File: src/rtl/pipeline_hazard_ctrl.sv
// ---------------------------------------------------------------------------
// pipeline_hazard_ctrl
//
// Central stall/flush sequencer for the front end of the 5-stage core. It
// resolves, in fixed priority, data-cache freezes, taken branches, load-use
// hazards and instruction-cache misses. It also keeps saturating counters of
// stall and branch-flush cycles for performance monitoring.
//
// Ports:
//   clk             core clock, all state updates on the rising edge
//   reset           synchronous, active-low (0 = reset)
//   id_rs1/id_rs2   source register fields of the instruction in ID
//   id_uses_rs1/2   ID instruction actually reads rs1/rs2
//   ex_mem_read     EX instruction is a load
//   ex_rd           destination register of the EX instruction
//   ex_branch_taken EX resolves a taken branch/jump (target valid this cycle)
//   dcache_busy     MEM cannot complete; the whole pipe freezes
//   icache_miss     fetch this cycle missed
//   icache_ready    miss fill complete, instruction valid this cycle
//   pc_write        PC loads its next value
//   ifid_write      IF/ID loads new instruction/PC (ignored when flushing)
//   ifid_flush      IF/ID loads a NOP, overrides ifid_write
//   idex_bubble     ID/EX loads a NOP instead of the ID instruction
//   busy_state      0 = RUN, 1 = IC_WAIT, 2 = MEM_WAIT
//   stall_count     saturating count of cycles with pc_write = 0
//   flush_count     saturating count of branch-caused IF/ID flush cycles
// ---------------------------------------------------------------------------
module pipeline_hazard_ctrl #(
    parameter int CNT_W = 32
) (
    input  logic             clk,
    input  logic             reset,
    input  logic [4:0]       id_rs1,
    input  logic [4:0]       id_rs2,
    input  logic             id_uses_rs1,
    input  logic             id_uses_rs2,
    input  logic             ex_mem_read,
    input  logic [4:0]       ex_rd,
    input  logic             ex_branch_taken,
    input  logic             dcache_busy,
    input  logic             icache_miss,
    input  logic             icache_ready,
    output logic             pc_write,
    output logic             ifid_write,
    output logic             ifid_flush,
    output logic             idex_bubble,
    output logic [1:0]       busy_state,
    output logic [CNT_W-1:0] stall_count,
    output logic [CNT_W-1:0] flush_count
);

    typedef enum logic [1:0] {
        ST_RUN      = 2'd0,
        ST_IC_WAIT  = 2'd1,
        ST_MEM_WAIT = 2'd2
    } state_t;

    state_t           state_reg;
    state_t           state_next;
    logic             redirect_pending_reg;
    logic             redirect_pending_next;
    logic [CNT_W-1:0] stall_count_reg;
    logic [CNT_W-1:0] flush_count_reg;

    // ------------------------------------------------------------------
    // Load-use detection: one comparator per ID source operand.
    // ------------------------------------------------------------------
    logic [4:0] src_reg [2];
    logic [1:0] src_used;
    logic [1:0] src_match;
    logic       load_use;

    assign src_reg[0] = id_rs1;
    assign src_reg[1] = id_rs2;
    assign src_used   = {id_uses_rs2, id_uses_rs1};

    generate
        for (genvar gi = 0; gi < 2; gi++) begin : g_src_cmp
            assign src_match[gi] = src_used[gi] && (src_reg[gi] == ex_rd);
        end
    endgenerate

    // x0 is hard-wired to zero, so a load targeting it never creates a hazard.
    assign load_use = ex_mem_read && (ex_rd != 5'd0) && (|src_match);

    // ------------------------------------------------------------------
    // Next state and Mealy outputs
    // ------------------------------------------------------------------
    always_comb begin
        pc_write              = 1'b1;
        ifid_write            = 1'b1;
        ifid_flush            = 1'b0;
        idex_bubble           = 1'b0;
        state_next            = state_reg;
        redirect_pending_next = redirect_pending_reg;

        if (!reset) begin
            pc_write              = 1'b0;
            ifid_write            = 1'b0;
            ifid_flush            = 1'b1;
            idex_bubble           = 1'b1;
            state_next            = ST_RUN;
            redirect_pending_next = 1'b0;
        end else begin
            case (state_reg)
                ST_IC_WAIT: begin
                    // Fetch is stalled and IF/ID holds a NOP while the fill runs.
                    pc_write   = 1'b0;
                    ifid_flush = 1'b1;
                    if (dcache_busy) begin
                        ifid_flush = 1'b0;
                        ifid_write = 1'b0;
                    end else if (ex_branch_taken) begin
                        pc_write    = 1'b1;
                        idex_bubble = 1'b1;
                        if (icache_ready) begin
                            // Fill lands together with the redirect: drop it.
                            state_next            = ST_RUN;
                            redirect_pending_next = 1'b0;
                        end else begin
                            // PC now points at the target; the pending fill
                            // belongs to the wrong path.
                            redirect_pending_next = 1'b1;
                        end
                    end else if (load_use) begin
                        ifid_flush  = 1'b0;
                        ifid_write  = 1'b0;
                        idex_bubble = 1'b1;
                    end else if (icache_ready) begin
                        if (!redirect_pending_reg) begin
                            pc_write   = 1'b1;
                            ifid_write = 1'b1;
                            ifid_flush = 1'b0;
                        end
                        // With a redirect pending the fill is discarded and
                        // RUN refetches from the target already in the PC.
                        state_next            = ST_RUN;
                        redirect_pending_next = 1'b0;
                    end
                end

                default: begin
                    // RUN, and MEM_WAIT once the data cache has released:
                    // both apply the same prioritised rules.
                    if (dcache_busy) begin
                        pc_write   = 1'b0;
                        ifid_write = 1'b0;
                        state_next = ST_MEM_WAIT;
                    end else if (ex_branch_taken) begin
                        ifid_flush  = 1'b1;
                        idex_bubble = 1'b1;
                        state_next  = ST_RUN;
                    end else if (load_use) begin
                        // The load leaves EX next cycle, so one bubble
                        // clears it; a concurrent miss repeats on refetch.
                        pc_write    = 1'b0;
                        ifid_write  = 1'b0;
                        idex_bubble = 1'b1;
                        state_next  = ST_RUN;
                    end else if (icache_miss) begin
                        pc_write   = 1'b0;
                        ifid_flush = 1'b1;
                        state_next = ST_IC_WAIT;
                    end else begin
                        state_next = ST_RUN;
                    end
                end
            endcase
        end
    end

    // ------------------------------------------------------------------
    // State, redirect flag and performance counters
    // ------------------------------------------------------------------
    always_ff @(posedge clk) begin
        state_reg            <= state_next;
        redirect_pending_reg <= redirect_pending_next;
        if (!reset) begin
            stall_count_reg <= '0;
            flush_count_reg <= '0;
        end else begin
            if (!pc_write && !(&stall_count_reg)) begin
                stall_count_reg <= stall_count_reg + 1'b1;
            end
            if (ifid_flush && ex_branch_taken && !(&flush_count_reg)) begin
                flush_count_reg <= flush_count_reg + 1'b1;
            end
        end
    end

    assign busy_state  = state_reg;
    assign stall_count = stall_count_reg;
    assign flush_count = flush_count_reg;

endmodule

File: config.mk
export PLATFORM = sky130hd
export DESIGN_NAME = pipeline_hazard_ctrl
export DESIGN_NICKNAME = d
export VERILOG_FILES = /design/src/rtl/pipeline_hazard_ctrl.sv
export SDC_FILE = /design/constraint.sdc
export NUM_CORES = 1
export LEC_CHECK = 0
export BUFFER_PORTS_ARGS = -buffer_cell sky130_fd_sc_hd__buf_2
export CORE_MARGIN = 5
export CORE_UTILIZATION = 53
export DETAILED_ROUTE_END_ITERATION = 10
export GPL_ROUTABILITY_DRIVEN = 0
export PLACE_DENSITY = 0.8
export SLEW_MARGIN = 20
export SYNTH_ARGS = -nofsm -noshare
export SYNTH_HDL_FRONTEND = slang
export SYNTH_SLANG_ARGS = --single-unit
File: constraint.sdc
create_clock -name clk -period 2.9 [get_ports clk]
set_clock_uncertainty 0.1 [all_clocks]
set_input_delay 0.29 -clock clk [delete_from_list [all_inputs] [get_ports clk]]
set_output_delay 0.29 -clock clk [all_outputs]
set_load 0.005 [all_outputs]
==> metrics.md, run 1 <==
| Metric | Value |
|---|---|
| Post-synth ARST share | `0` |
| Worst slew margin | `0.580` |
| Yosys reg bits | `67` |
| P&R area growth vs syn | `19.9%` |
| Vias in the first global route | `approximately 3300` |
| Share of the synthesized area in the top cell type | `0.373` |
| Worst hold endpoint | `busy_state[1]` |
| Crit path DAT | `around 2.7 ns` |
| DRT Pass-1 Iters | `4` |
| GRT Total Usage | `0.215` |
| Post-synth EDFFs | `0` |
| First-pass GRT wire length | `between 15 and 20 mm` |
| # diodes | `0` |
| Leakage Power | `between 1.5 and 2 nW` |
| Maximum VDD drop | `around 0.00028 V` |
| Kind of critical path | `flip-flop to flip-flop` |
| DR iter-0 viols | `190` |
| Finish-stage setup viols | `0` |
| Switching Fraction | `0.233` |
| Post-route non-filler standard cell count | `slightly above 600` |
| Clock Path Buffers | `2` |
| Routed via count | `roughly 3600` |
| RSZ-0062 raised after global routing | `false` |
| Hold Slack | `0.173 ns` |
| Reg clk slew, reported paths | `~0.070 ns` |
| CTS tree | `yes` |
| Reg2Reg Launch Point | `flush_count[0]` |
| Gate power share | `0.074` |
| Netlist cell types | `47` |
| WL/cell | `between 15 and 20 um` |
| Initial antenna violation count | `0` |
| DP Cell Count | `between 500 and 600` |
| Die X | `~92 um` |
| Cell Int Power | `between 1 and 1.5 mW` |
| Max Fclk | `386 MHz` |
| Synth area leader | `dfxtp_1` |
| Initial Util | `0.538` |
| Hold path cells | `2` |
| I/O pins | `94` |
| Reg2Reg Depth | `8` |
| Ys flop type | `dfxtp_1` |
| Sw Pwr | `around 430 uW` |
| Total Wirelength | `around 9.2 mm` |
| Die area | `0.00853 mm^2` |
| Core ar. | `0.00668 mm^2` |
| R2R Setup Slk | `around 0.31 ns` |
| H-tree depth | `3` |
| Mean Syn Cell Area | `approximately 8.3 um^2` |
| Cell Area, Synth | `0.00360 mm^2` |
| Startpoint types | `flip-flop` |
| Residual DRC | `0` |
| Worst Tran Pin Value | `roughly 0.62 ns` |
| Worst R2R End | `flush_count[9]` |
| Syn. warnings | `0` |
| Clock network fraction of design power | `0.414` |
| Hold Fails Final Rpt | `0` |
| Status | `finished, final reports clean` |
| Final core occ | `0.645` |
| Cells after Synth | `435` |
| Site Rows | `30` |
| Crit path time final | `between 2 and 3 ns` |
| Largest net degree at the start of global routing | `56` |
| Fin nets | `between 500 and 600` |
| Ranking of synthesized cells by area | `dfxtp_1, xnor2_1, nand2_1, or4_1, nand3_1` |
| Post-cts resize count | `0` |
| GR Overflow Total | `0` |
| Clock latency on the worst-skew pair | `between 0.3 and 0.4 ns` |
| Slew Limit Fails | `0` |
| Setup_tns | `0 ns` |
| Pwr per Cell Area | `around 430 mW/mm^2` |
| Die Ht | `~92 um` |
| Port bufs | `93` |
| Clk sink count | `67` |
| Root buffer cell | `clkbuf_8` |
| Sequential power share | `0.512` |
| Crit-path max FO | `19` |
| Vias per inst | `5.91` |
| Number of max-cap violations | `0` |
| Post-DP HPWL | `about 6.4 mm` |
| Fin crit share | `0.892` |
| CP endpoint kind | `flip-flop` |
| Sequential area share after synthesis | `0.373` |
| Post-CTS Setup Inserts | `0` |
| Layout cell share with drive strength beyond 1 | `0.226` |
| Hold WC Path Type | `primary input to flip-flop` |
| Antenna Nets Post-Route | `0` |
| CP Data Required Time | `around 3.0 ns` |
| Hold buffers post-CTS | `0` |
| Inserted Clock Buffers | `9` |
| Min-Delay Startpoint | `dcache_busy` |
| Syn_nets | `approximately 460` |
area by class of cell:
class / count / area (um^2)
tap: 80 / 100
timing repair buffer: 102 / 546
clock inverter: 2 / 35.0
sequential: 67 / 1340
clock buffer: 14 / 153
multi-input combinational: 334 / 2090
fill: 593 / 2370
inverter: 11 / 41.3
power by group through the flow:
stage | Combinational [mW] | Sequential [mW] | Clock [mW]
floorplan | 0.0842 | 0.958 | 0
CTS | 0.137 | 0.937 | 0.783
finish | 0.136 | 0.938 | 0.759
global route | 0.152 | 0.939 | 0.827
detailed placement | 0.137 | 0.958 | 0
global placement | 0.132 | 0.958 | 0
Yosys cell counts, types with 2 or more instances:
master / number
and2_1: 2
mux2i_1: 12
or2_2: 2
xor2_1: 6
or4_1: 21
nand2b_1: 17
o31ai_1: 15
inv_1: 11
nand2_1: 42
nor2_1: 33
nor4b_1: 3
and3_1: 8
o41ai_1: 2
ha_1: 2
dfxtp_1: 67
buf_4: 2
clkbuf_1: 10
buf_2: 8
o211ai_1: 3
buf_6: 2
nand3_1: 26
and4_1: 6
nor4_1: 12
nor3_1: 16
or3_1: 7
o21ai_0: 14
nand4_1: 17
a21oi_1: 23
xnor2_1: 28
placed cells by master, fill, tap and decap left out, types with 3 or more instances in the layout:
master / count
nor4_1: 12
nand4_1: 17
o21ai_0: 14
nand3_1: 26
buf_4: 8
or4_1: 21
nor2_1: 33
clkbuf_1: 4
or3_1: 7
clkbuf_8: 10
nand2_1: 42
xor2_1: 6
o31ai_1: 15
mux2i_1: 12
a21oi_1: 23
inv_1: 11
nor4b_1: 3
xnor2_1: 28
o211ai_1: 3
nor3_1: 16
nand2b_1: 17
and4_1: 6
dfxtp_1: 67
and3_1: 8
buf_2: 93
kinds of logic after synthesis:
family,Yosys count,share of synthesized area
simple gates,216,0.324
buf+inv,34,0.0445
compound gates,70,0.135
flops,67,0.373
xor+xnor,34,0.0828
mux,12,0.0334
fa+ha+maj,2,0.00696
routing by layer:
layer	GRT usage	part of all wire	wire, um
met4	0.0903	0.011	102
met2	0.376	0.52	4780
met1	0.259	0.42	3850
met5	0	0	0
met3	0.0390	0.047	434
stage by stage:
step / power, mW / instance area [um^2] / worst slack (ns)
6_report: 1.83 / 4310 / 0.312
5_1_grt: 1.92 / 4310 / 0.141
4_1_cts: 1.86 / 4310 / 0.313
3_5_place_dp: 1.10 / 4120 / 0.340
3_3_place_gp: 1.09 / 4120 / 0.432
2_1_floorplan: 1.04 / 3600 / 0.577
worst max-delay path, cell delays in order (launching register included):
cell and delay (ns):
dfxtp_1 0.38, ha_1 0.26, nand2_1 0.15, or4_1 0.60, o41ai_4 0.39, buf_4 0.27, nor3_1 0.08, xnor2_1 0.15
nor2_1 0.07
worst max path at each step:
stage | from | to | slack (ns)
3_5_place_dp | flush_count[5] | flush_count[9] | 0.34
4_1_cts | flush_count[5] | flush_count[9] | 0.31
2_1_floorplan | flush_count[0] | flush_count[10] | 0.58
3_3_place_gp | flush_count[0] | flush_count[10] | 0.43
6_report | flush_count[0] | flush_count[9] | 0.31
5_1_grt | flush_count[0] | flush_count[16] | 0.14
No activity file was read; power rests on OpenSTA's default activity.
==> run 2: changes to the inputs <==
CORE_MARGIN = 2   (was 5)
CORE_UTILIZATION = 40   (was 53)
PLACE_DENSITY = not set   (was 0.8)
SLEW_MARGIN = not set   (was 20)
==> metrics.md, run 2 (synthesis gave the netlist of run 1 again) <==
| Metric | Value |
|---|---|
| Status | `finished, final reports clean` |
| Crit path time final | `2.56 ns (-0.0303 ns)` |
| Gate power share | `0.074 (about the same)` |
| Filler instances | `874 (+47%)` |
| Hold buffers post-CTS | `0 (unchanged)` |
| DP Cell Count | `622 (+4.7%)` |
| Total Wirelength | `8.91 mm (-2.8%)` |
| Sequential power share | `0.510 (-0.002)` |
| Worst Slack Setup Final | `0.343 ns (+0.0303 ns)` |
| CP peak stage delay | `0.59 ns (about the same)` |
| Die area | `0.00976 mm^2 (+14%)` |
| Reg clk slew, reported paths | `0.07 ns (about the same)` |
| Routed via count | `3523 (-2.4%)` |
| Final instance area | `0.00435 mm^2 (+0.81%)` |
| GR Overflow Total | `0 (unchanged)` |
| Clock latency on the worst-skew pair | `0.33 ns (about the same)` |
| Hold WC Path Type | `primary input to flip-flop` |
| Hold Slack | `0.190 ns (+0.0166 ns)` |
| Leakage Power | `1.68 nW (unchanged)` |
| Layout cell share with drive strength beyond 1 | `0.226 (unchanged)` |
| RSZ-0062 raised after global routing | `false` |
| Slew Limit Fails | `0 (unchanged)` |
| CP Data Required Time | `3.00 ns (about the same)` |
| Post-CTS Setup Inserts | `0 (unchanged)` |
| Commonest non-fill, non-tap cell in the layout | `buf_2` |
| Core ar. | `0.00872 mm^2 (+31%)` |
| Final core occ | `0.498 (-0.147)` |
| Switching Fraction | `0.235 (+0.00208)` |
| Setup_tns | `0 ns (unchanged)` |
| WL/cell | `14.0 um (-7.1%)` |
| Clock network fraction of design power | `0.415 (about the same)` |
| Site Rows | `34 (+13%)` |
| # diodes | `0 (unchanged)` |
| Final Total Pwr | `1.84 mW (+0.28%)` |
| Clock Path Buffers | `2 (unchanged)` |
| Fin crit share | `0.882 (-0.0104)` |
| GRT Total Usage | `0.187 (-0.0282)` |
| Die X | `98.8 um (+7.0%)` |
| First-pass GRT wire length | `15.2 mm (-0.13%)` |
| DRT Pass-1 Iters | `5 (+1)` |
| Kind of critical path | `flip-flop to flip-flop` |
| Root buffer cell | `clkbuf_8` |
| DR iter-0 viols | `82 (-57%)` |
| Reg2Reg Launch Point | `flush_count[1]` |
| Sw Pwr | `431 uW (+1.2%)` |
| WP buf/inv | `1 (unchanged)` |
| Crit path cell chain | `ha_1, nand2_1, or4_1, o41ai_4, buf_4, nor3_1, xnor2_1, nor2_1` |
| Clk sink count | `67 (unchanged)` |
| Number of max-cap violations | `0 (unchanged)` |
| Largest net degree at the start of global routing | `56 (unchanged)` |
| Residual DRC | `0 (unchanged)` |
| Pre-CTS WS | `0.318 ns (-0.0222 ns)` |
| Crit path launch | `flush_count[1]` |
| Die Ht | `98.8 um (+7.0%)` |
| Vias per inst | `5.52 (-6.6%)` |
| Worst slew margin | `0.558 (-0.0219)` |
| Pwr per Cell Area | `423 mW/mm^2 (-0.53%)` |
| Port bufs | `93 (unchanged)` |
| Antenna Nets Post-Route | `0 (unchanged)` |
| Crit path DAT | `2.66 ns (-0.03 ns)` |
| Max stage delay cell, worst path | `or4_1` |
| Crit-path max FO | `17 (-2)` |
| Cell Int Power | `1.41 mW (about the same)` |
| Initial antenna violation count | `0 (unchanged)` |
| Post-route non-filler standard cell count | `638 (+4.6%)` |
| Startpoint types | `flip-flop` |
| Crit path capture | `flush_count[5]` |
| Hold Fails Final Rpt | `0 (unchanged)` |
| Worst path depth | `8 (unchanged)` |
| Post-cts resize count | `0 (unchanged)` |
| Most frequent cells in the layout | `buf_2, dfxtp_1, nand2_1, nor2_1, xnor2_1` |
| Initial Util | `0.412 (-0.126)` |
| H-tree depth | `3 (unchanged)` |
| P&R area growth vs syn | `20.8%` |
| Reg2Reg Depth | `8 (unchanged)` |
| Worst Tran Pin Value | `0.657 ns (+0.0325 ns)` |
| Post-DP HPWL | `6.17 mm (-3.9%)` |
| Inserted Clock Buffers | `9 (unchanged)` |
| Critical path's top delay family | `simple AND/OR/NAND/NOR gates` |
| I/O pins | `94 (unchanged)` |
| Max Fclk | `391 MHz (+1.2%)` |
| Vias in the first global route | `3312 (-1.1%)` |
| CP endpoint kind | `flip-flop` |
| Finish-stage setup viols | `0 (unchanged)` |
| R2R Setup Slk | `0.34 ns (+0.03 ns)` |
| Worst R2R End | `flush_count[5]` |
| CTS tree | `yes` |
| Maximum VDD drop | `0.000258 V (-9.4%)` |
| Fin nets | `551 (unchanged)` |
| Post-place instance area | `0.00416 mm^2 (+0.85%)` |
-- run 2: area by class of cell --
cell class                      count  area (um^2)  area share
Multi-Input combinational cell    334         2090       0.482
Sequential cell                    67         1340       0.309
Timing Repair Buffer              102          546       0.126
Clock buffer                       14          153      0.0351
Tap cell                          108          135      0.0311
Inverter                           11         41.3     0.00950
Clock inverter                      2         35.0     0.00806
-- run 2: how the worst min path moves through the flow --
stage                                from  depth (start not counted)  slack, ns               to
after CTS                    icache_ready                          4       0.17    busy_state[0]
after floorplan               dcache_busy                          1       0.34    busy_state[1]
after detailed placement  stall_count[28]                          2       0.38  stall_count[28]
final                         dcache_busy                          2       0.19    busy_state[1]
after global placement    stall_count[13]                          2       0.36  stall_count[13]
after global routing          dcache_busy                          2       0.18    busy_state[1]
-- run 2: metal layers --
layer / track usage / vias up / part of all wire
met5: 0 / - / 0
met3: 0.0553 / 2 / 0.049
li1: - / 1769 / -
met4: 0.0411 / 0 / 0.0036
met1: 0.232 / 1684 / 0.47
met2: 0.322 / 68 / 0.48
-- run 2: power by group through the flow --
stage / Combinational (mW) / Sequential, mW / Clock (mW)
after global placement: 0.136 / 0.959 / 0
final: 0.137 / 0.938 / 0.763
after detailed placement: 0.139 / 0.959 / 0
after CTS: 0.139 / 0.938 / 0.791
after global routing: 0.153 / 0.939 / 0.834
after floorplan: 0.0842 / 0.958 / 0
==> run 3: changes to the inputs <==
--- a/config.mk
+++ b/config.mk
@@ -11,4 +11,5 @@
 export DETAILED_ROUTE_END_ITERATION = 10
 export GPL_ROUTABILITY_DRIVEN = 0
+export SLEW_MARGIN = 25
 export SYNTH_ARGS = -nofsm -noshare
 export SYNTH_HDL_FRONTEND = slang
==> constraint.sdc (replaced) <==
create_clock -name clk -period 2.9 [get_ports clk]
set_clock_uncertainty 0.1 [all_clocks]
set_input_delay 0.29 -clock clk [delete_from_list [all_inputs] [get_ports clk]]
set_output_delay 0.29 -clock clk [all_outputs]
set_load 0.02 [all_outputs]
==> metrics.md, run 3 (synthesis gave the netlist of run 1 again) <==
| Metric | Value |
|---|---|
| Status | `finished, final reports clean` |
| Layout cell share with drive strength beyond 1 | `0.227 (+0.000428)` |
| Routed via count | `3514 (-0.26%)` |
| CP peak stage delay | `0.73 ns (+0.14 ns)` |
| Kind of critical path | `flip-flop to flip-flop` |
| Hold Slack | `0.183 ns (-0.00732 ns)` |
| Final instance area | `0.00436 mm^2 (+0.26%)` |
| Post-place instance area | `0.00415 mm^2 (-0.18%)` |
| Hold buffers post-CTS | `0 (unchanged)` |
| Pre-CTS WS | `0.342 ns (+0.0246 ns)` |
| Initial antenna violation count | `0 (unchanged)` |
| Vias per inst | `5.52 (about the same)` |
| Clock Path Buffers | `2 (unchanged)` |
| Filler instances | `861 (-1.5%)` |
| Crit path time final | `2.54 ns (-0.0173 ns)` |
| Reg clk slew, reported paths | `0.07 ns (about the same)` |
| DP Cell Count | `621 (-0.16%)` |
| Most frequent cells in the layout | `buf_2, dfxtp_1, nand2_1, nor2_1, xnor2_1` |
| RSZ-0062 raised after global routing | `false` |
| Clock latency on the worst-skew pair | `0.34 ns (about the same)` |
| Initial Util | `0.412 (unchanged)` |
| GRT Total Usage | `0.183 (-0.00418)` |
| WP buf/inv | `1 (unchanged)` |
| Die X | `98.8 um (unchanged)` |
| Register area | `0.00134 mm^2 (unchanged)` |
| P&R area growth vs syn | `21.2%` |
| Critical path's top delay family | `simple AND/OR/NAND/NOR gates` |
| Post-cts resize count | `0 (unchanged)` |
| Die area | `0.00976 mm^2 (unchanged)` |
| WL/cell | `13.8 um (-0.83%)` |
| Setup_tns | `0 ns (unchanged)` |
| Worst Tran Pin Value | `0.630 ns (-0.0271 ns)` |
| Multi-input gate area | `0.00209 mm^2 (unchanged)` |
| Worst Slack Setup Final | `0.360 ns (+0.0173 ns)` |
| Residual DRC | `0 (unchanged)` |
| Core ar. | `0.00872 mm^2 (unchanged)` |
| Hold Fails Final Rpt | `0 (unchanged)` |
| Inserted Clock Buffers | `9 (unchanged)` |
| Total Wirelength | `8.82 mm (-0.99%)` |
| Worst slew margin | `0.576 (+0.0182)` |
| Leakage Power | `1.68 nW (+0.23%)` |
| H-tree depth | `3 (unchanged)` |
| Site Rows | `34 (unchanged)` |
| Hold WC Path Type | `primary input to flip-flop` |
| Antenna Nets Post-Route | `0 (unchanged)` |
| CP Data Required Time | `3.01 ns (about the same)` |
| CP endpoint kind | `flip-flop` |
| Fin nets | `550 (-0.18%)` |
| Pwr per Cell Area | `437 mW/mm^2 (+3.3%)` |
| Port bufs | `93 (unchanged)` |
| Post-DP HPWL | `6.14 mm (-0.50%)` |
| Maximum VDD drop | `0.000264 V (+2.6%)` |
| GR Overflow Total | `0 (unchanged)` |
| First-pass GRT wire length | `14.9 mm (-2.1%)` |
| Post-CTS Setup Inserts | `0 (unchanged)` |
| Post-route non-filler standard cell count | `637 (-0.16%)` |
| Clk sink count | `67 (unchanged)` |
| Commonest non-fill, non-tap cell in the layout | `buf_2` |
| Max Fclk | `394 MHz (+0.68%)` |
| Die Ht | `98.8 um (unchanged)` |
| Crit path cell chain | `nand4_1, or4_1, o41ai_4, buf_4, nor4_1, xnor2_1, nor2_1` |
| Finish-stage setup viols | `0 (unchanged)` |
| Crit-path max FO | `17 (unchanged)` |
| Slew Limit Fails | `0 (unchanged)` |
| Final core occ | `0.500 (+0.00129)` |
| DR iter-0 viols | `91 (+11%)` |
| # diodes | `0 (unchanged)` |
| Fin crit share | `0.876 (-0.00597)` |
| Largest net degree at the start of global routing | `56 (unchanged)` |
| DRT Pass-1 Iters | `4 (-1)` |
| I/O pins | `94 (unchanged)` |
| Crit path DAT | `2.65 ns (about the same)` |
| Max stage delay cell, worst path | `or4_1` |
| Final Total Pwr | `1.90 mW (+3.5%)` |
| CTS tree | `yes` |
| Startpoint types | `flip-flop` |
| Number of max-cap violations | `0 (unchanged)` |
| Vias in the first global route | `3241 (-2.1%)` |
| Root buffer cell | `clkbuf_8` |
## run 3: worst reg2reg max path, cell delays in order, from the launching register on
cell     delay (ns)
dfxtp_1        0.43
nand4_1        0.21
or4_1          0.73
o41ai_4        0.39
buf_4          0.27
nor4_1         0.09
xnor2_1        0.15
nor2_1         0.05
## run 3: final timing paths
kind	from	end	slack, ns	depth (start not counted)
hold reg to reg	stall_count[13]	stall_count[13]	0.38	2
hold / removal	dcache_busy	busy_state[1]	0.18	2
setup reg to reg	flush_count[7]	flush_count[10]	0.36	7
setup / recovery	flush_count[7]	flush_count[10]	0.36	7
## run 3: power breakdown
part / leakage [nW] / switching, mW / internal [mW]
combinational: 1.04 / 0.0928 / 0.0572
clock: 0.104 / 0.344 / 0.470
sequential: 0.541 / 0.0108 / 0.928
total: 1.68 / 0.448 / 1.45
## run 3: layout make-up
class | count | share of cell area
multi-input cells | 334 | 0.481
flip-flops and latches | 67 | 0.308
repair buffers | 101 | 0.123
clock buffers | 15 | 0.0405
well taps | 108 | 0.0310
inverters | 11 | 0.00948
clock inverters | 1 | 0.00689
## run 3: layer usage
metal	share of wire	global-route usage	routed length [um]
met1	0.47	0.235	4150
met2	0.47	0.301	4140
met3	0.044	0.0411	391
met4	0.016	0.0674	141
met5	0	0	0
